[config.mk]
export PLATFORM = sky130hd
export DESIGN_NAME = display_nhex_scan
export DESIGN_NICKNAME = d
export VERILOG_FILES = /design/src/rtl/display_nhex_scan.sv
export SDC_FILE = /design/constraint.sdc
export NUM_CORES = 1
export LEC_CHECK = 0
export BUFFER_PORTS_ARGS = -buffer_cell sky130_fd_sc_hd__buf_2
export CAP_MARGIN = 30
export CORE_MARGIN = 8
export CORE_UTILIZATION = 51
export CTS_CLUSTER_DIAMETER = 100
export DETAILED_ROUTE_END_ITERATION = 7
export GPL_TIMING_DRIVEN = 0
export PLACE_DENSITY = 0.78
export REMOVE_ABC_BUFFERS = 1
export SYNTH_ARGS = -nofsm -noshare
export SYNTH_HDL_FRONTEND = slang
export SYNTH_SLANG_ARGS = --single-unit
[constraint.sdc]
create_clock -name clk -period 2.9 [get_ports clk]
set_clock_uncertainty 0.2 [all_clocks]
set_input_delay 0.58 -clock clk [delete_from_list [all_inputs] [get_ports clk]]
set_output_delay 0.58 -clock clk [all_outputs]
set_load 0.01 [all_outputs]
[src/rtl/display_nhex_scan.sv]
// display_nhex_scan
//   Multiplexed seven-segment driver for DIGITS hex digits on shared
//   active-low segment lines. Inputs are captured into shadow registers on
//   'load'. Each digit slot lasts 2^DIV_BITS cycles. Within a slot, the top
//   four bits of the slot counter drive a 16-level brightness PWM. Each digit
//   can be blanked, blinked (2^BLINK_BITS period, 50% duty), or given a
//   decimal point. frame_tick pulses once at the start of every scan frame.
//
//   Optional build macro: LEADING_ZERO_BLANK_EN
//     When defined, zero digits to the left of the first nonzero digit are
//     dark unless their dp bit is set. The rightmost digit is always shown.
//
// Ports:
//   clk         system clock
//   rst         synchronous reset, active-high
//   data_in     4*DIGITS hex nibbles, MSB nibble = leftmost digit
//   dp_in       decimal point per digit (bit DIGITS-1 = leftmost)
//   blank_in    force digit dark
//   blink_in    digit dark during the blink off-phase
//   load        capture all *_in into the shadow registers
//   brightness  PWM level, 0 = dark, 15 = 15/16 on-time (not shadowed)
//   seg         segments gfedcba, active-low, registered
//   dp          decimal point, active-low, registered
//   strobe      digit enables, active-low, registered
//   frame_tick  one-cycle pulse at the start of each scan frame
module display_nhex_scan #(
    parameter int DIGITS     = 8,
    parameter int DIV_BITS   = 11,
    parameter int BLINK_BITS = 24
) (
    input  logic                  clk,
    input  logic                  rst,
    input  logic [4*DIGITS-1:0]   data_in,
    input  logic [DIGITS-1:0]     dp_in,
    input  logic [DIGITS-1:0]     blank_in,
    input  logic [DIGITS-1:0]     blink_in,
    input  logic                  load,
    input  logic [3:0]            brightness,
    output logic [6:0]            seg,
    output logic                  dp,
    output logic [DIGITS-1:0]     strobe,
    output logic                  frame_tick
);

    localparam int IDX_W = (DIGITS > 1) ? $clog2(DIGITS) : 1;
    localparam logic [IDX_W-1:0] IDX_LAST = IDX_W'(DIGITS - 1);

    logic [DIV_BITS-1:0]   div_cnt;
    logic [IDX_W-1:0]      idx;
    logic [BLINK_BITS-1:0] blink_cnt;

    logic [4*DIGITS-1:0]   shadow_data;
    logic [DIGITS-1:0]     shadow_dp;
    logic [DIGITS-1:0]     shadow_blank;
    logic [DIGITS-1:0]     shadow_blink;

    logic                  slot_end;
    logic [3:0]            cur_nibble;
    logic                  cur_dp;
    logic                  cur_blank;
    logic                  cur_blink;
    logic                  cur_lead_zero;
    logic [DIGITS-1:0]     strobe_sel;
    logic                  lit;
    logic [6:0]            seg_code;

    function automatic logic [6:0] hex_to_seg(input logic [3:0] h);
        logic [6:0] s;
        case (h)
            4'h0: s = 7'h40;
            4'h1: s = 7'h79;
            4'h2: s = 7'h24;
            4'h3: s = 7'h30;
            4'h4: s = 7'h19;
            4'h5: s = 7'h12;
            4'h6: s = 7'h02;
            4'h7: s = 7'h78;
            4'h8: s = 7'h00;
            4'h9: s = 7'h18;
            4'hA: s = 7'h08;
            4'hB: s = 7'h03;
            4'hC: s = 7'h27;
            4'hD: s = 7'h21;
            4'hE: s = 7'h06;
            default: s = 7'h0E;
        endcase
        return s;
    endfunction

    assign slot_end = &div_cnt;

`ifdef LEADING_ZERO_BLANK_EN
    // Leading-zero flags, walked from the leftmost nibble. A dp-marked zero
    // is shown but does not end the zero run for the digits to its right.
    logic [DIGITS-1:0] lead_zero;
    always_comb begin
        logic zero_run;
        lead_zero = '0;
        zero_run  = 1'b1;
        for (int unsigned i = 0; i < DIGITS; i++) begin
            zero_run = zero_run & (shadow_data[4*(DIGITS-1-i) +: 4] == 4'h0);
            if (i != DIGITS - 1) begin
                lead_zero[DIGITS-1-i] = zero_run & ~shadow_dp[DIGITS-1-i];
            end
        end
    end
`endif

    // Digit selection by comparing idx against each constant position keeps
    // every part-select constant, whatever DIGITS is.
    always_comb begin
        cur_nibble    = 4'h0;
        cur_dp        = 1'b0;
        cur_blank     = 1'b0;
        cur_blink     = 1'b0;
        cur_lead_zero = 1'b0;
        strobe_sel    = '1;
        for (int unsigned k = 0; k < DIGITS; k++) begin
            if (idx == IDX_W'(k)) begin
                cur_nibble = shadow_data[4*(DIGITS-1-k) +: 4];
                cur_dp     = shadow_dp[DIGITS-1-k];
                cur_blank  = shadow_blank[DIGITS-1-k];
                cur_blink  = shadow_blink[DIGITS-1-k];
`ifdef LEADING_ZERO_BLANK_EN
                cur_lead_zero = lead_zero[DIGITS-1-k];
`endif
                strobe_sel[DIGITS-1-k] = 1'b0;
            end
        end
    end

    always_comb begin
        lit = ~cur_blank
            & ~(cur_blink & blink_cnt[BLINK_BITS-1])
            & ~cur_lead_zero
            & (div_cnt[DIV_BITS-1 -: 4] < brightness);
        seg_code = hex_to_seg(cur_nibble);
    end

    always_ff @(posedge clk) begin
        if (rst) begin
            div_cnt      <= '0;
            idx          <= '0;
            blink_cnt    <= '0;
            shadow_data  <= '0;
            shadow_dp    <= '0;
            shadow_blank <= '0;
            shadow_blink <= '0;
            seg          <= 7'h7F;
            dp           <= 1'b1;
            strobe       <= '1;
            frame_tick   <= 1'b0;
        end else begin
            div_cnt   <= div_cnt + DIV_BITS'(1);
            blink_cnt <= blink_cnt + BLINK_BITS'(1);
            if (slot_end) begin
                idx <= (idx == IDX_LAST) ? '0 : idx + IDX_W'(1);
            end
            frame_tick <= slot_end & (idx == IDX_LAST);

            if (load) begin
                shadow_data  <= data_in;
                shadow_dp    <= dp_in;
                shadow_blank <= blank_in;
                shadow_blink <= blink_in;
            end

            // Outputs come from a single idx, so at most one strobe is low
            // even on the cycle idx advances.
            if (lit) begin
                seg    <= seg_code;
                dp     <= ~cur_dp;
                strobe <= strobe_sel;
            end else begin
                seg    <= 7'h7F;
                dp     <= 1'b1;
                strobe <= '1;
            end
        end
    end

endmodule

Word-level counts from Yosys, hierarchy flattened

Memories as Yosys holds them, arrays and structs flattened. A register that Yosys moved wholly into a read port is not among the register bits.
Cells that the tools add are included.

Memories kept: 1
Register bits: 104
Output and inout port bits: 17
Input bits: 63
ROM bits: 112

Memories:

| memory          | words | bits a word | read ports | clocked after memory_dff | wr ports | RTL line | text |
|---|---|---|---|---|---|---|---|
| (no name shown) | 16    | 7           | 1          | 1                        | 0        | 69       | `case (h)` |

Equality and inequality tests: 7
Reductions and logical operators: 3
Multiplexer cells: 41
Bitwise gates (word level): 8
Order comparisons: 1
Add/sub/neg operators: 3

Operators with widths:

| operator              | number |
|---|---|
| $mux 1                | 32 |
| $mux 4                | 8 |
| $add 24x1->24 const B | 1 |
| $eq 3x3->1 const B    | 4 |
| $add 11x1->11 const B | 1 |
| $reduce_and 11->1     | 1 |
| $eq 3x2->1 const B    | 2 |
| $and 1x1->1           | 4 |
| $lt 4x4->1            | 1 |
| $not 1->1             | 4 |
| $add 3x1->3 const B   | 1 |
| $eq 3x1->1 const B    | 1 |
| $logic_not 3->1       | 1 |
| $mux 3                | 1 |
| $reduce_or 2->1       | 1 |

Longest topological paths before layout

Word-level depth: 15
Depth in mapped cells: 13
Mapped depth without buffers: 11

Worst setup path after synthesis

No wires, ideal clock.

Path type: reg2reg
Start point: register idx[2]
End point: register seg[3]
Arrival: 2.726 ns
Stages on the path, launching flop included: 13
Path slack: -0.122 ns
Period minus slack after synthesis: 3.022 ns
Cells stage by stage: dfxtp_1 buf_6 clkinv_1 ha_1 buf_2 nor2_1 a221o_1 a32oi_1 o31ai_2 inv_1 ha_1 nor3b_1 o41ai_2

Longest elaborated chain between the ends: 15

RTL lines:

| what                             | RTL line | text |
|---|---|---|
| start, declared                  | 49       | `logic [IDX_W-1:0] idx;` |
| start signal, assigned           | 157      | `idx <= (idx == IDX_LAST) ? '0 : idx + IDX_W'(1);` |
| $logic_not 3->1                  | 119      | `if (idx == IDX_W'(k)) begin` |
| $mux 1 (8 in series)             | 119      |  |
| $and 1x1->1                      | 134      | `& ~(cur_blink & blink_cnt[BLINK_BITS-1])` |
| $not 1->1                        | 134      |  |
| $and 1x1->1                      | 134      |  |
| $and 1x1->1                      | 136      | `& (div_cnt[DIV_BITS-1 -: 4] < brightness);` |
| $not 1->1 (no source line)       | -        |  |
| $reduce_or 2->1 (no source line) | -        |  |
| end, declared                    | 39       | `output logic [6:0] seg,` |

Parallel ways exist; a longest one is shown, timed or not.
A chain may end at the register's enable or synchronous reset.

Worst setup path after layout

Start point: register idx[0]
End point: register seg[3]

The elaborated chain is that of the path after synthesis.

==> flow_summary.toml <==
[yosys]
ys_top_cells_by_count = "dfxtp_1 (111), nor2_1 (102), mux2i_1 (60), nand3_1 (25)"
synth_area_leaders = "dfxtp_1 (44%), mux2i_1 (12%), nor2_1 (7.7%)"
yosys_warnings = 0
synth_edf_count = 0
synth.distinct_cells = 55
ys_ff_latch = 111
syn_inst = 550
syn_area_mm2 = 0.00500
synth_top_area_cell = "dfxtp_1"
seq_area_frac_synth_pct = 44.5
synth_top_flop_cell = "dfxtp_1"
yosysMostFrequentCell = "dfxtp_1"
synth_area_per_cell_um2 = 9.09
synthArstFlopShare_pct = 0
synth_top_area_share_pct = 44.5

[routing]
drtIter0Drc = 274
vias = 4143
drt-total-wl_um = 11800
wire_per_inst_um = 15.3
ant_nets = 0
post-route-drc-count = 0
drt-pass1-iter-count = 4
via_per_inst = 5.39

[min_path]
hold_path_depth = 3
hold_class = "primary input to register"
whs_endpoint = "shadow_data[25]$_SDFFE_PP0P_"
min_from = "data_in[25]"

[timing]
finalCritPeriodShare_pct = 98.2
finalSetupTns_ps = 0
period_needed_ps = 2850
slew_headroom_pct = 36.5
slew_viol_final = 0
hold_ws_ps = 232
fmax_ghz = 0.351
hold_viol_final = 0
max_slew.worst_pin.slew_ps = 953
setup_viol = 0

[layout]
antenna_cells = 0
finalNonFillerCells = 768
fin_nets = 709
drive_gt1_share_pct = 22.5
synthToLayoutAreaGrowth_pct = 18.0

[placed_design]
gp_congestion = 0.797
post-place-cells = 730
io_buffer_count = 79
dp_hpwl_um = 7580

[cts]
cts_htree_levels = 3
cts_root_buf = "clkbuf_8"
clk_pin_slew_ps = 100
hold_buffers = 0
cts_buffers = 9
clock_sinks = 111
clock_path_buffers = 2
cts_tree = "done"
insertion_delay_ps = 380

[floorplan]
core_mm2 = 0.00964
fp.dieW_um = 115
rows = 36
die_h_um = 115
die_area_mm2 = 0.0132
start_util_pct = 51.8
ios = 80

[global_routing]
grt_use_total_pct = 17.1
grt_pass1_wl_um = 18400
grt_pass1_vias = 3964
grt_overflow_total = 0
grt_max_degree = 97
antenna_found_initial = 0

[critical_path]
path_max_fanout = 28
r2r-start = "idx[0]$_SDFFE_PP0P_"
end_kind = "register"
worstPathArrival_ps = 2930
required_ps = 2990
r2r-end = "seg[3]$_SDFF_PP1_"
ff2ff_path_depth = 10
start_kind = "register"
critPathKind = "register to register"
reg2reg_slack_ps = 50

[pwr]
power_density_mw_per_mm2 = 483
leakage_nw = 2.47
max-vdd-ir-drop_mv = 0.265
p_total_w = 0.00285

[status]
status = "completed"

[flow_run]
maxCapViolCount = 0
## worst max path at each step
stage,startpoint,endpoint
after global routing,idx[0]$_SDFFE_PP0P_,seg[3]$_SDFF_PP1_
after global placement,idx[2]$_SDFFE_PP0P_,seg[3]$_SDFF_PP1_
after CTS,idx[1]$_SDFFE_PP0P_,seg[3]$_SDFF_PP1_
final,idx[0]$_SDFFE_PP0P_,seg[3]$_SDFF_PP1_
after floorplan,idx[2]$_SDFFE_PP0P_,seg[3]$_SDFF_PP1_
after detailed placement,idx[2]$_SDFFE_PP0P_,seg[3]$_SDFF_PP1_
## critical path, cell delays in order, from the launching register on
cell and delay [ps]:
dfxtp_4 390, inv_1 160, ha_4 370, nand2_1 200
nor2_1 130, o21ai_0 190, o31ai_4 140, inv_1 110
ha_1 360, nor3b_1 170, o41ai_2 330
## layout by cell type, fill, tap and decap left out, drive strengths merged, types with 8 or more instances in the layout
cell type	count
clkbuf	11
buf	100
ha	16
nor3	8
o21ai	17
mux2i	60
inv	21
a21oi	24
nand3	25
xnor2	10
xor2	16
nand2	24
nor2	103
dfxtp	111
## where the power goes
part / internal [W] / switching (W)
Combinational: 0.000132 / 0.000142
Clock: 0.000428 / 0.000524
Sequential: 0.00159 / 0.0000358
## cells by family (layout without fill, tap and decap cells)
kind of cell	count (synthesis)	in the layout	synth area share, %
buffers and inverters	53	138	4.78
muxes	61	61	12.2
adders and majority gates	16	16	4.01
xor gates and xnor gates	26	26	4.56
AOI/OAI and AO/OA	78	78	11.0
DFF	111	111	44.5
and+or+nand+nor	205	205	19.0
## metal layers
metal	share of wire (%)	vias up	global-route usage, %	wire (um)
li1	-	2045	-	-
met1	43	1958	20.9	5030
met2	49	128	28.5	5730
met3	7.5	12	4.99	882
met4	1.2	0	4.82	136
met5	0	-	0	0
## through the flow
stage	setup slack (ps)	area, um2	utilization, %
final	53.0	5890	61.2
after CTS	-59.5	5690	59.1
after global routing	-128	5890	61.2
after floorplan	-372	4840	-
after detailed placement	-1160	5400	56.1
after global placement	-1080	5400	56.0
## state kept, by name, summed over array words and instances (netlist names)
| register | cells |
|---|---|
| div_cnt | 11 |
| strobe | 8 |
| shadow_blink | 8 |
| frame_tick | 1 |
| shadow_data | 32 |
| shadow_dp | 8 |
| blink_cnt | 24 |
| dp | 1 |
| shadow_blank | 8 |
| seg | 7 |
| idx | 3 |
## area by class of cell
| class | count | area, um2 |
|---|---|---|
| repair buffers | 101 | 569 |
| fillers | 812 | 3740 |
| flip-flops and latches | 111 | 2230 |
| multi-input cells | 386 | 2640 |
| clock buffers | 10 | 138 |
| clock inverters | 6 | 68.8 |
| inverters | 21 | 83.8 |
| well taps | 133 | 166 |
## what timing repair did
action,in CTS,in global routing
setup endpoints to repair,14,13
setup buffers,0,22
pin swaps,1,4
resized for setup,19,7
gates cloned,0,0
(Power assumes the default switching activity.)
